`src/rtl/combat_resolver.sv`:
```
// Per-frame hit resolver for the two-player fighter: hitbox/hurtbox overlap,
// damage, hitstun, knockback, one hit per attack activation, and round state.
module combat_resolver #(
  parameter int POS_WIDTH = 10,
  parameter int HP_MAX    = 100,
  parameter int HP_WIDTH  = 8,
  parameter int HURT_W    = 16,
  parameter int HURT_H    = 28,
  parameter int HURT_OFFX = -8,
  parameter int HURT_OFFY = -28,
  parameter int L_W       = 20,
  parameter int L_H       = 12,
  parameter int L_FWD     = 16,
  parameter int L_UP      = -16,
  parameter int L_DMG     = 5,
  parameter int L_STUN    = 12,
  parameter int L_KBX     = 4,
  parameter int L_KBY     = -2,
  parameter int H_W       = 28,
  parameter int H_H       = 14,
  parameter int H_FWD     = 16,
  parameter int H_UP      = -18,
  parameter int H_DMG     = 15,
  parameter int H_STUN    = 24,
  parameter int H_KBX     = 8,
  parameter int H_KBY     = -4
) (
  input  logic                  clk,
  input  logic                  reset,
  input  logic                  SCEN,
  input  logic                  round_start,
  input  logic [POS_WIDTH-1:0]  p1_x,
  input  logic [POS_WIDTH-1:0]  p1_y,
  input  logic                  p1_face_right,
  input  logic                  p1_atk_active,
  input  logic                  p1_atk_heavy,
  input  logic [POS_WIDTH-1:0]  p2_x,
  input  logic [POS_WIDTH-1:0]  p2_y,
  input  logic                  p2_face_right,
  input  logic                  p2_atk_active,
  input  logic                  p2_atk_heavy,
  output logic                  p1_hit_event,
  output logic                  p1_hitstun_active,
  output logic signed [7:0]     p1_kb_dx,
  output logic signed [7:0]     p1_kb_dy,
  output logic [HP_WIDTH-1:0]   p1_hp,
  output logic                  p2_hit_event,
  output logic                  p2_hitstun_active,
  output logic signed [7:0]     p2_kb_dx,
  output logic signed [7:0]     p2_kb_dy,
  output logic [HP_WIDTH-1:0]   p2_hp,
  output logic                  round_over,
  output logic [1:0]            winner
);

  localparam int GW       = POS_WIDTH + 2;
  localparam int STUN_MAX = (L_STUN > H_STUN) ? L_STUN : H_STUN;
  localparam int CW       = $clog2(STUN_MAX + 1);

  typedef logic signed [GW-1:0] coord_t;
  typedef enum logic [1:0] {IDLE, FIGHT, KO} state_t;

  localparam logic [HP_WIDTH-1:0] HP_INIT   = HP_WIDTH'(HP_MAX);
  localparam logic [HP_WIDTH-1:0] L_DMG_V   = HP_WIDTH'(L_DMG);
  localparam logic [HP_WIDTH-1:0] H_DMG_V   = HP_WIDTH'(H_DMG);
  localparam logic [CW-1:0]       L_STUN_M1 = CW'(L_STUN - 1);
  localparam logic [CW-1:0]       H_STUN_M1 = CW'(H_STUN - 1);
  localparam logic signed [7:0]   L_KBX_R   = 8'(L_KBX);
  localparam logic signed [7:0]   L_KBX_L   = 8'(-L_KBX);
  localparam logic signed [7:0]   H_KBX_R   = 8'(H_KBX);
  localparam logic signed [7:0]   H_KBX_L   = 8'(-H_KBX);
  localparam logic signed [7:0]   L_KBY_V   = 8'(L_KBY);
  localparam logic signed [7:0]   H_KBY_V   = 8'(H_KBY);

  state_t          state, state_n;
  logic            armed1, armed2;
  logic            hit1, hit2;          // hit1: p1 lands on p2, hit2: p2 lands on p1
  logic            fight_eval;
  logic [CW-1:0]   p1_cnt, p2_cnt;
  logic [HP_WIDTH-1:0] hp1_n, hp2_n;
  logic signed [7:0]   kbx_to_p1, kbx_to_p2, kby_to_p1, kby_to_p2;

  function automatic coord_t ext(input logic [POS_WIDTH-1:0] v);
    return coord_t'({2'b00, v});
  endfunction

  // Strict inequalities: boxes that only share an edge do not overlap.
  function automatic logic hit_test(
    input logic [POS_WIDTH-1:0] ax,
    input logic [POS_WIDTH-1:0] ay,
    input logic                 face,
    input logic                 heavy,
    input logic [POS_WIDTH-1:0] tx,
    input logic [POS_WIDTH-1:0] ty
  );
    coord_t w, h, fwd, up, bx, by, hx, hy;
    w   = heavy ? coord_t'(H_W)   : coord_t'(L_W);
    h   = heavy ? coord_t'(H_H)   : coord_t'(L_H);
    fwd = heavy ? coord_t'(H_FWD) : coord_t'(L_FWD);
    up  = heavy ? coord_t'(H_UP)  : coord_t'(L_UP);
    bx  = face ? ext(ax) + fwd : ext(ax) - (fwd + w);
    by  = ext(ay) + up;
    hx  = ext(tx) + coord_t'(HURT_OFFX);
    hy  = ext(ty) + coord_t'(HURT_OFFY);
    return (bx < hx + coord_t'(HURT_W)) && (hx < bx + w) &&
           (by < hy + coord_t'(HURT_H)) && (hy < by + h);
  endfunction

  function automatic logic [HP_WIDTH-1:0] sat_sub(
    input logic [HP_WIDTH-1:0] hp,
    input logic [HP_WIDTH-1:0] d
  );
    return (hp > d) ? hp - d : '0;
  endfunction

  assign fight_eval = SCEN && (state == FIGHT) && !round_start;

  assign hit1 = fight_eval && armed1 && p1_atk_active && !p2_hitstun_active &&
                hit_test(p1_x, p1_y, p1_face_right, p1_atk_heavy, p2_x, p2_y);
  assign hit2 = fight_eval && armed2 && p2_atk_active && !p1_hitstun_active &&
                hit_test(p2_x, p2_y, p2_face_right, p2_atk_heavy, p1_x, p1_y);

  assign hp2_n = hit1 ? sat_sub(p2_hp, p1_atk_heavy ? H_DMG_V : L_DMG_V) : p2_hp;
  assign hp1_n = hit2 ? sat_sub(p1_hp, p2_atk_heavy ? H_DMG_V : L_DMG_V) : p1_hp;

  assign kbx_to_p2 = p1_atk_heavy ? (p1_face_right ? H_KBX_R : H_KBX_L)
                                  : (p1_face_right ? L_KBX_R : L_KBX_L);
  assign kbx_to_p1 = p2_atk_heavy ? (p2_face_right ? H_KBX_R : H_KBX_L)
                                  : (p2_face_right ? L_KBX_R : L_KBX_L);
  assign kby_to_p2 = p1_atk_heavy ? H_KBY_V : L_KBY_V;
  assign kby_to_p1 = p2_atk_heavy ? H_KBY_V : L_KBY_V;

  assign round_over = (state == KO);

  always_ff @(posedge clk or posedge reset) begin
    if (reset) state <= IDLE;
    else       state <= state_n;
  end

  always_comb begin
    state_n = state;
    case (state)
      IDLE:    if (SCEN && round_start) state_n = FIGHT;
      FIGHT:   if (fight_eval && (hp1_n == '0 || hp2_n == '0)) state_n = KO;
      KO:      if (SCEN && round_start) state_n = FIGHT;
      default: state_n = IDLE;
    endcase
  end

  always_ff @(posedge clk or posedge reset) begin
    if (reset) begin
      p1_hp             <= HP_INIT;
      p2_hp             <= HP_INIT;
      p1_hit_event      <= 1'b0;
      p2_hit_event      <= 1'b0;
      p1_hitstun_active <= 1'b0;
      p2_hitstun_active <= 1'b0;
      p1_cnt            <= '0;
      p2_cnt            <= '0;
      p1_kb_dx          <= '0;
      p1_kb_dy          <= '0;
      p2_kb_dx          <= '0;
      p2_kb_dy          <= '0;
      winner            <= '0;
      armed1            <= 1'b0;
      armed2            <= 1'b0;
    end else begin
      // Hits are already SCEN-qualified, so the pulse drops on the next clk.
      p1_hit_event <= hit2;
      p2_hit_event <= hit1;
      if (SCEN) begin
        if (round_start) begin
          p1_hp             <= HP_INIT;
          p2_hp             <= HP_INIT;
          p1_hitstun_active <= 1'b0;
          p2_hitstun_active <= 1'b0;
          p1_cnt            <= '0;
          p2_cnt            <= '0;
          p1_kb_dx          <= '0;
          p1_kb_dy          <= '0;
          p2_kb_dx          <= '0;
          p2_kb_dy          <= '0;
          winner            <= '0;
          armed1            <= 1'b0;
          armed2            <= 1'b0;
        end else begin
          p1_hp <= hp1_n;
          p2_hp <= hp2_n;
          if (state == FIGHT && state_n == KO)
            winner <= {(hp1_n == '0), (hp2_n == '0)};

          if (hit2) begin
            p1_hitstun_active <= 1'b1;
            p1_cnt            <= p2_atk_heavy ? H_STUN_M1 : L_STUN_M1;
            p1_kb_dx          <= kbx_to_p1;
            p1_kb_dy          <= kby_to_p1;
          end else if (p1_hitstun_active) begin
            if (p1_cnt == '0) begin
              p1_hitstun_active <= 1'b0;
              p1_kb_dx          <= '0;
              p1_kb_dy          <= '0;
            end else begin
              p1_cnt <= p1_cnt - 1'b1;
            end
          end

          if (hit1) begin
            p2_hitstun_active <= 1'b1;
            p2_cnt            <= p1_atk_heavy ? H_STUN_M1 : L_STUN_M1;
            p2_kb_dx          <= kbx_to_p2;
            p2_kb_dy          <= kby_to_p2;
          end else if (p2_hitstun_active) begin
            if (p2_cnt == '0) begin
              p2_hitstun_active <= 1'b0;
              p2_kb_dx          <= '0;
              p2_kb_dy          <= '0;
            end else begin
              p2_cnt <= p2_cnt - 1'b1;
            end
          end

          if (hit1)                armed1 <= 1'b0;
          else if (!p1_atk_active) armed1 <= 1'b1;
          if (hit2)                armed2 <= 1'b0;
          else if (!p2_atk_active) armed2 <= 1'b1;
        end
      end
    end
  end

endmodule
```
`config.mk`:
```
export PLATFORM = sky130hd
export DESIGN_NAME = combat_resolver
export DESIGN_NICKNAME = d
export VERILOG_FILES = /design/src/rtl/combat_resolver.sv
export SDC_FILE = /design/constraint.sdc
export NUM_CORES = 1
export LEC_CHECK = 0
export ABC_CLOCK_PERIOD_IN_PS = 3500
export BUFFER_PORTS_ARGS = -buffer_cell sky130_fd_sc_hd__buf_2
export CORE_AREA = 5 5 138 127
export CTS_CLUSTER_DIAMETER = 30
export DETAILED_ROUTE_END_ITERATION = 8
export DIE_AREA = 0 0 143 132
export PLACE_DENSITY = 0.65
export SLEW_MARGIN = 10
export SYNTH_ARGS = -nofsm -noshare
export SYNTH_HDL_FRONTEND = slang
export SYNTH_SLANG_ARGS = --single-unit
```
`constraint.sdc`:
```
create_clock -name clk -period 3.5 [get_ports clk]
set_clock_uncertainty 0.15 [all_clocks]
set_input_delay 0.35 -clock clk [delete_from_list [all_inputs] [get_ports clk]]
set_output_delay 0.35 -clock clk [all_outputs]
set_load 0.02 [all_outputs]
```
-- Yosys cells after proc, flatten, opt, wreduce, memory -nomap -nowiden
Cells that the tools add are included.
- register bits after elaboration: 68
- input bits: 50
- output and inout port bits: 55
- logic and storage cells: 163
- add/subtract/negate cells: 24
- magnitude comparators: 10
- equality and inequality tests: 7
- muxes and demuxes: 65
- reductions and logical operators: 41
- operators with widths (kind ; count):
    $mux 8 ; 24
    $lt 12x12->1 ; 8
    $mux 5 ; 12
    $add 12x6->12 const B ; 4
    $add 11x4->12 const B ; 2
    $add 11x6->12 ; 2
    $add 11x6->12 const B ; 2
    $add 12x5->12 ; 2
    $add 12x6->12 ; 2
    $mux 12 ; 2
    $add 10x5->11 const B ; 2
    $sub 10x6->11 ; 2
    $logic_and 1x1->1 ; 19
    $gt 8x4->1 ; 2
    $logic_not 8->1 ; 2
    $mux 2 ; 8
    $mux 4 ; 4
    $sub 8x4->8 ; 2
    $mux 1 ; 14
    $add 5x5->6 const A ; 2
    $reduce_and 3->1 ; 4
    $reduce_bool 3->1 ; 4
    $logic_not 5->1 ; 2
    $sub 5x1->5 const B ; 2
    11 further kinds ; 18

-- Longest topological paths before layout
Gate-level depths: netlist of the first run.
- word-level depth: 20
- gate-level depth with buffers: 21
- gate-level depth less buffers: 21

-- Least setup slack after synthesis of the first run
Ideal clock, no wire load.
- path type: in2reg
- start: in p1_atk_heavy
- end: reg winner[1]
- arrival: 4628 ps
- data required time: 3215 ps
- setup slack: -1413 ps
- cell stages on the path: 19
- buffers on the path: 0
- cells stage by stage: inv_1 > ha_1 > or3_1 > a21oi_1 > a21oi_1 > fa_1 > o21ai_0 > nand3b_1 > nand3b_1 > xor2_1 > ha_1 > and4_1 > a21oi_1 > o21ai_0 > or3_1 > a2111oi_1 > mux2_2 > a211oi_2 > o21ai_0
- word-level cells in the longest chain between the ends: 20
- elaborated cells between the ends (all ways): 31
- RTL lines (item ; RTL line ; RTL):
    start: declaration ; 36 ; input logic p1_atk_heavy,
    $mux 4 ; 97 ; w = heavy ? coord_t'(H_W) : coord_t'(L_W);
    $add 5x5->6 ; 101 ; bx = face ? ext(ax) + fwd : ext(ax) - (fwd + w);
    $sub 10x6->11 ; 101 ;
    $mux 12 ; 101 ;
    $add 12x6->12 ; 105 ; return (bx < hx + coord_t'(HURT_W)) && (hx < bx + w) &&
    $lt 12x12->1 ; 105 ;
    $logic_and 1x1->1 (2 in series) ; 105 ;
    $logic_and 1x1->1 ; 106 ; (by < hy + coord_t'(HURT_H)) && (hy < by + h);
    (+3 left out) ; -- ;
    $logic_or 1x1->1 (*) ; 144 ; FIGHT: if (fight_eval && (hp1_n == '0 || hp2_n == '0)) state_n = KO;
    $logic_and 1x1->1 (*) ; 144 ;
    $mux 2 (*) ; 144 ;
    $pmux 2 s2 (*) ; 142 ; case (state)
    $eq 2x2->1 (*) ; 189 ; if (state == FIGHT && state_n == KO)
    $logic_and 1x1->1 (*) ; 189 ;
    $reduce_bool 2->1 (no line) (*) ; -- ;
    $reduce_and 2->1 (no line) (*) ; -- ;
    end signal: assignment ; 190 ; winner <= {(hp1_n == '0), (hp2_n == '0)};
    end: declaration ; 53 ; output logic [1:0] winner
Every way passes the cells marked *; elsewhere a longest branch is shown, timed or not.
A chain may end at the register's enable or synchronous reset.

-- Worst setup path in the final report of the first run
- start: in p2_atk_heavy
- end: reg winner[0]
- word-level cells in the longest chain between the ends: 20
- elaborated cells between the ends (all ways): 31
- RTL lines (item ; RTL line ; RTL):
    start: declaration ; 41 ; input logic p2_atk_heavy,
    $mux 4 ; 97 ;
    $add 5x5->6 ; 101 ;
    $sub 10x6->11 ; 101 ;
    $mux 12 ; 101 ;
    $add 12x6->12 ; 105 ;
    $lt 12x12->1 ; 105 ;
    $logic_and 1x1->1 (2 in series) ; 105 ;
    $logic_and 1x1->1 ; 106 ;
    (+3 left out) ; -- ;
    $logic_or 1x1->1 (*) ; 144 ;
    $logic_and 1x1->1 (*) ; 144 ;
    $mux 2 (*) ; 144 ;
    $pmux 2 s2 (*) ; 142 ;
    $eq 2x2->1 (*) ; 189 ;
    $logic_and 1x1->1 (*) ; 189 ;
    $reduce_bool 2->1 (no line) (*) ; -- ;
    $reduce_and 2->1 (no line) (*) ; -- ;
Marks and branches as above.

==> out/results.ini, run 1 <==
[cts]
cts_tree = built
clock-root-buffer = clkbuf_16
cts_hold_buffers = 0
clk_latency_ps = 290
cts_max_level = 2
cts.sinks = 44
clk_pin_slew_worst_paths_ps = 60
cts_made_buffers = 5
clockBufferDepth = 2

[power]
p_clk_share_pct = 15.8
switching_share_pct = 42.9
ir_worst_vdd_v = 0.000313
intPower_mw = 1.97
total_power_mw = 3.45
power_leakage_nw = 5.75
pwr-share-seq_pct = 18.4
p_per_area_nw_per_um2 = 293
p_sw_mw = 1.48
p_comb_share_pct = 65.7

[logic_synthesis]
synth_ff_type = dfrtp_1
ys_seq_area_share_pct = 14.4
ys_ff_latch = 44
avgSynthCellArea_um2 = 7.99
synth_area_leaders = ha_1 (22%), dfrtp_1 (12%), xnor2_1 (6.4%), xor2_1 (5.7%), inv_1 (4.4%)
synth_top_area_share_pct = 21.8
ys_warn_count = 0
synth-edff-count = 0
synth_cell_type_count = 78
synthCells = 961
async_reset_ff_share_pct = 100
synth_top_area_cell = ha_1
syn-cell-area_um2 = 7680

[setup_path]
worstSetupStartpointType = input port
cp_max_fo = 5
cp-startpoint = p2_atk_heavy
worstPathRequired_ps = 3530
critPathCaptureType = register
arrival_ps = 4690
r2r-start = p2_hp[0]
path_class = input port to register

[timing]
setup_ws_ps = -1160
drv_slew = 0
max_slew_margin_pct = 37.6
finalSetupViolCount = 44
worst_pin_slew_ps = 912
timing_hold_violations_final = 0
period_minus_slack_ps = 4660
hold_slack_ps = 119
min_period_over_period_pct = 133
max_freq_mhz = 215
rsz0062_at_grt = yes

[floorplanning]
row_count = 44
initial_utilization_pct = 48.2
coreArea_um2 = 15900
die_x_um = 143
io_pins = 105
die_area_um2 = 18900
die_y_um = 132

[place]
io_buffers = 98
dpl.cell_count = 1483
dpl-instance-area_um2 = 10400
gp_congestion = 0.915
place_hpwl_mm = 20.5

[global_routing]
grt_max_degree = 45
grt_pass1_wl_mm = 42.0
grt_pass1_vias = 8560
grt_util_all_layers_pct = 27.0
overflow = 0
antenna_found_initial = 0

[routing]
drc_errors = 0
routed_wl_mm = 27.4
vias = 8698
met3_length_mm = 1.55
drtAntennaViolNets = 0
avgRoutedWirePerCell_um = 17.9
dr_wl_met2_mm = 13.3
highest_layer = met4
viasPerCell = 5.68
wl_met1_mm = 11.8
drt_iter0_drc = 610
dr.pass1.iters = 5

[finish]
fillers = 1155
fin_area_um2 = 11800
antenna_cells = 0
areaGrowthSynthToFinish_pct = 53.2
finish.utilization_pct = 73.9
fin_cells = 1531
drive_gt1_share_pct = 43.2
layout.nets = 1513

[flow_run]
drv_cap = 0

[status]
violations = setup timing
outcome = finished with violations

[worst_hold_path]
min_path_type = input port to asynchronous set/reset pin

path summary, 6_finish.rpt:
kind | cells after the start | slack, ps | end
max | 20 | -1160 | winner[0]
max in group asynchronous | 2 | 2490 | armed1
min in group clk | 2 | 230 | p1_kb_dx[6]
max reg2reg | 10 | 350 | state[0]
min reg2reg | 2 | 330 | p1_kb_dx[3]
min | 2 | 120 | p2_cnt[0]
synth_stat cells (8+ instances only):
| master | n |
|---|---|
| a21oi_1 | 50 |
| nand2b_1 | 10 |
| a2111oi_0 | 10 |
| o21ai_0 | 50 |
| nor2b_1 | 10 |
| xor2_1 | 50 |
| dfrtp_1 | 38 |
| nand2_1 | 72 |
| inv_1 | 90 |
| nand3_1 | 30 |
| xnor2_1 | 56 |
| clkbuf_1 | 14 |
| nor2_1 | 59 |
| nand4_1 | 10 |
| nor3_1 | 23 |
| or3_1 | 15 |
| o211ai_1 | 12 |
| and3_1 | 9 |
| a21o_1 | 19 |
| buf_4 | 24 |
| nor4_1 | 13 |
| ha_1 | 134 |
| a211oi_1 | 8 |
| and2_1 | 9 |
worst max-delay path, stage by stage:
cell       delay (ps)
buf_8             100
buf_12            120
ha_4              150
fa_2              370
a21oi_2           150
nor2_1             60
nor2_2            150
xor2_2            240
o311ai_4          150
or3_4             390
xnor2_2           160
ha_1              310
inv_1             110
o221a_4           220
o41ai_4            90
a211o_4           390
o41a_1            380
a311oi_2          370
o2111ai_2         190
a31o_1            220
logic make-up (layout without fill, tap and decap cells):
logic type	count (synthesis)	count (layout)	synth area share, %
xor gates and xnor gates	106	106	12.1
other	1	6	0.0489
DFF	44	44	14.4
adders and majority gates	140	140	23.4
and+or+nand+nor	296	296	19.9
AOI/OAI and AO/OA	233	233	20.9
muxes	10	10	1.42
buffers and inverters	131	489	7.71
routing by layer:
layer	up-vias	track usage, %
met3	77	3.05
li1	4182	-
met4	0	4.75
met5	-	0
met2	301	46.8
met1	4138	36.5
state kept, by name (all words and copies together), names as in the netlist:
register           cells
p2_hitstun_active      1
winner                 2
p1_hp                  8
p2_hit_event           1
p2_hp                  8
p2_cnt                 5
p2_kb_dx               3
armed2                 1
p1_hit_event           1
armed1                 1
p1_kb_dy               1
p2_kb_dy               1
p1_kb_dx               3
p1_hitstun_active      1
state                  2
p1_cnt                 5
power by group through the flow:
stage	combinational [mW]	clock (mW)	sequential, mW
after detailed placement	1.90	0	0.635
final	2.27	0.547	0.636
after floorplan	1.15	0	0.636
after global routing	2.47	0.578	0.646
after CTS	2.14	0.543	0.631
after global placement	1.85	0	0.634
placed cells by master, fill, tap and decap left out, drive strengths merged, types with 7 or more instances in the layout:
cell	Yosys	layout
a21oi	50	50
or3	15	15
a211oi	9	9
dfrtp	38	38
a21o	19	19
o21ai	52	52
nor3	23	23
xnor2	56	56
a31oi	7	7
xor2	50	50
inv	90	88
or2	7	7
nor4	14	14
nand4	10	10
nand2	72	72
nand3	30	30
and3	9	9
buf	27	391
a2111oi	12	12
and2	9	9
nand2b	11	11
nor2b	10	10
nor2	59	59
a211o	7	7
o211ai	12	12
ha	134	134
through the flow:
stage | worst slack (ps) | setup TNS (ps)
2_1_floorplan | -1160 | -32310
3_3_place_gp | -1580 | -55460
3_5_place_dp | -1740 | -58610
4_1_cts | -1120 | -37110
5_1_grt | -1320 | -46810
6_report | -1160 | -40750
area by class of cell:
type                       instances  area [um^2]  area share [%]
tap                              207          259            2.20
clock buffer                       5          125            1.06
sequential                        44         1110            9.43
inverter                          90          348            2.96
multi-input combinational        791         7000            59.5
timing repair buffer             391         2880            24.5
clock inverter                     3         42.5           0.362
what timing repair did:
action	4_1_cts	5_1_grt
endpoints found under the setup margin	44	44
gates cloned	2	0
resized for setup	138	50
pin swaps	81	41
buffers inserted	39	7
(Power assumes the default switching activity.)
==> run 2: changes to the inputs <==
--- a/config.mk
+++ b/config.mk
@@ -7,10 +7,10 @@
 export LEC_CHECK = 0
 export ABC_CLOCK_PERIOD_IN_PS = 3500
 export BUFFER_PORTS_ARGS = -buffer_cell sky130_fd_sc_hd__buf_2
-export CORE_AREA = 5 5 138 127
+export CORE_AREA = 2 2 135 124
 export CTS_CLUSTER_DIAMETER = 30
 export DETAILED_ROUTE_END_ITERATION = 8
-export DIE_AREA = 0 0 143 132
+export DIE_AREA = 0 0 137 126
 export PLACE_DENSITY = 0.65
 export SLEW_MARGIN = 10
 export SYNTH_ARGS = -nofsm -noshare
==> run 2 against run 1 <==
  * The flow still finishes with violations (setup timing)
  * Clock power up 5.3%
  * Non-clock buffer count up 32
  * Critical path depth up 2
  * Die area down 8.6%
  * Count of clock-buffer cells in the layout up 1
  * Cell count up 2.1%
  * Global-route usage up 2.6 points
  * Register-to-register slack about the same
==> out/results.ini, run 2 (same netlist as run 1, synthesis figures left out) <==
[cts]
clk_pin_slew_worst_paths_ps = 70
cts_hold_buffers = 0
clk_latency_ps = 300
cts_made_buffers = 5
clockBufferDepth = 2
cts.sinks = 44
cts_max_level = 2
cts_tree = built
clock-root-buffer = clkbuf_16

[finish]
layout_commonest_cell = buf_4
biggestRegsByFlops = p1_hp (8), p2_hp (8)
layout.nets = 1545
fillers = 1108
layout_common_cells = buf_4 (289), ha_1 (123), buf_2 (97), inv_1 (83), nand2_1 (58)
fin_cells = 1563
regArea_um2 = 1110
fin_area_um2 = 12100
antenna_cells = 0
drive_gt1_share_pct = 45.3
areaGrowthSynthToFinish_pct = 57.1
multi_input_area_um2 = 7020

[routing]
vias = 8914
viasPerCell = 5.70
dr_wl_met2_mm = 13.3
drt_iter0_drc = 660
met3_length_mm = 1.93
drc_errors = 0
avgRoutedWirePerCell_um = 18.0
wl_met1_mm = 11.7
dr.pass1.iters = 6
routed_wl_mm = 28.1
drtAntennaViolNets = 0
highest_layer = met4

[global_routing]
grt_util_all_layers_pct = 29.6
overflow = 0
grt_max_degree = 45
antenna_found_initial = 0
grt_pass1_wl_mm = 41.2
grt_pass1_vias = 8664

[floorplanning]
row_count = 44
initial_utilization_pct = 48.4
die_area_um2 = 17300
coreArea_um2 = 15900
io_pins = 105
die_y_um = 126
die_x_um = 137

[place]
place_hpwl_mm = 19.9
dpl.cell_count = 1500
io_buffers = 98
dpl-instance-area_um2 = 10500
gp_congestion = 0.896

[setup_path]
rr_worst_depth = 10
path_class = input port to register
arrival_ps = 4810
worstPathRequired_ps = 3540
cp_max_fo = 4
worstSetupStartpointType = input port
critPathCaptureType = register

[power]
power_leakage_nw = 5.93
total_power_mw = 3.51
p_clk_share_pct = 16.4
switching_share_pct = 42.7
ir_worst_vdd_v = 0.000283
pwr-share-seq_pct = 18.3
p_per_area_nw_per_um2 = 291
p_comb_share_pct = 65.3
p_sw_mw = 1.50
intPower_mw = 2.01

[timing]
worst_pin_slew_ps = 958
max_freq_mhz = 209
timing_hold_violations_final = 0
period_minus_slack_ps = 4780
rsz0062_at_grt = yes
drv_slew = 0
finalSetupViolCount = 44
hold_slack_ps = 120
min_period_over_period_pct = 136
fin_tns_setup_ps = -42190
setup_ws_ps = -1280
max_slew_margin_pct = 36.1

[flow_run]
drv_cap = 0

[worst_hold_path]
min_path_type = input port to asynchronous set/reset pin

[status]
outcome = finished with violations
violations = setup timing

[run 2: per-stage QoR]
step / utilization, % / worst slack, ps
after global routing: 76.0 / -1410
after CTS: 71.3 / -1130
after detailed placement: 66.2 / -1740
after floorplan: - / -1160
final: 76.0 / -1280
after global placement: 66.2 / -1680
[run 2: area by class of cell]
class | count | area share (%)
multi-input cells | 791 | 58.2
repair buffers | 423 | 26.1
flip-flops and latches | 44 | 9.19
inverters | 90 | 2.89
well taps | 207 | 2.15
clock buffers | 6 | 1.15
clock inverters | 2 | 0.322
[run 2: power groups by stage]
stage          sequential [mW]  clock [mW]  combinational [mW]
2_1_floorplan            0.636           0                1.15
3_5_place_dp             0.633           0                1.92
3_3_place_gp             0.633           0                1.87
4_1_cts                  0.628       0.570                2.05
5_1_grt                  0.649       0.593                2.49
6_report                 0.643       0.576                2.29
[run 2: what timing repair did]
item | in CTS | in global routing
pin swaps | 67 | 61
buffers inserted | 26 | 38
endpoints found under the setup margin | 44 | 44
cloned | 0 | 2
gates resized for setup | 101 | 108
[run 2: layer usage]
metal  track usage (%)  vias to the layer above
met5                 0                        -
met4              8.55                        0
met3              4.31                       85
met2              52.0                      383
met1              37.4                     4218
li1                  -                     4228
[run 2: path summary, 6_finish.rpt]
| path | startpoint | to | slack (ps) |
|---|---|---|---|
| max | p1_atk_heavy | state[1] | -1280 |
| min | reset | p2_cnt[2] | 120 |
| max reg2reg | p2_hp[0] | winner[1] | 360 |
| min reg2reg | p1_kb_dx[3] | p1_kb_dx[3] | 340 |
| max in group asynchronous | reset | p1_hp[7] | 2480 |
| min in group clk | p2_atk_active | armed2 | 250 |
[run 2: critical path: stages]
cell	delay (ps)
buf_12	90
clkinvlp_4	110
ha_4	230
or3_4	330
a21oi_2	150
a21oi_2	70
ha_1	280
and2_4	140
o311a_4	380
nand4_1	130
nand2_2	90
ha_4	270
and4_4	260
nand2_4	80
nor4_4	360
buf_4	200
o21ba_4	160
o211ai_1	160
buf_4	200
a2111oi_4	440
a211oi_4	80
a211o_1	240
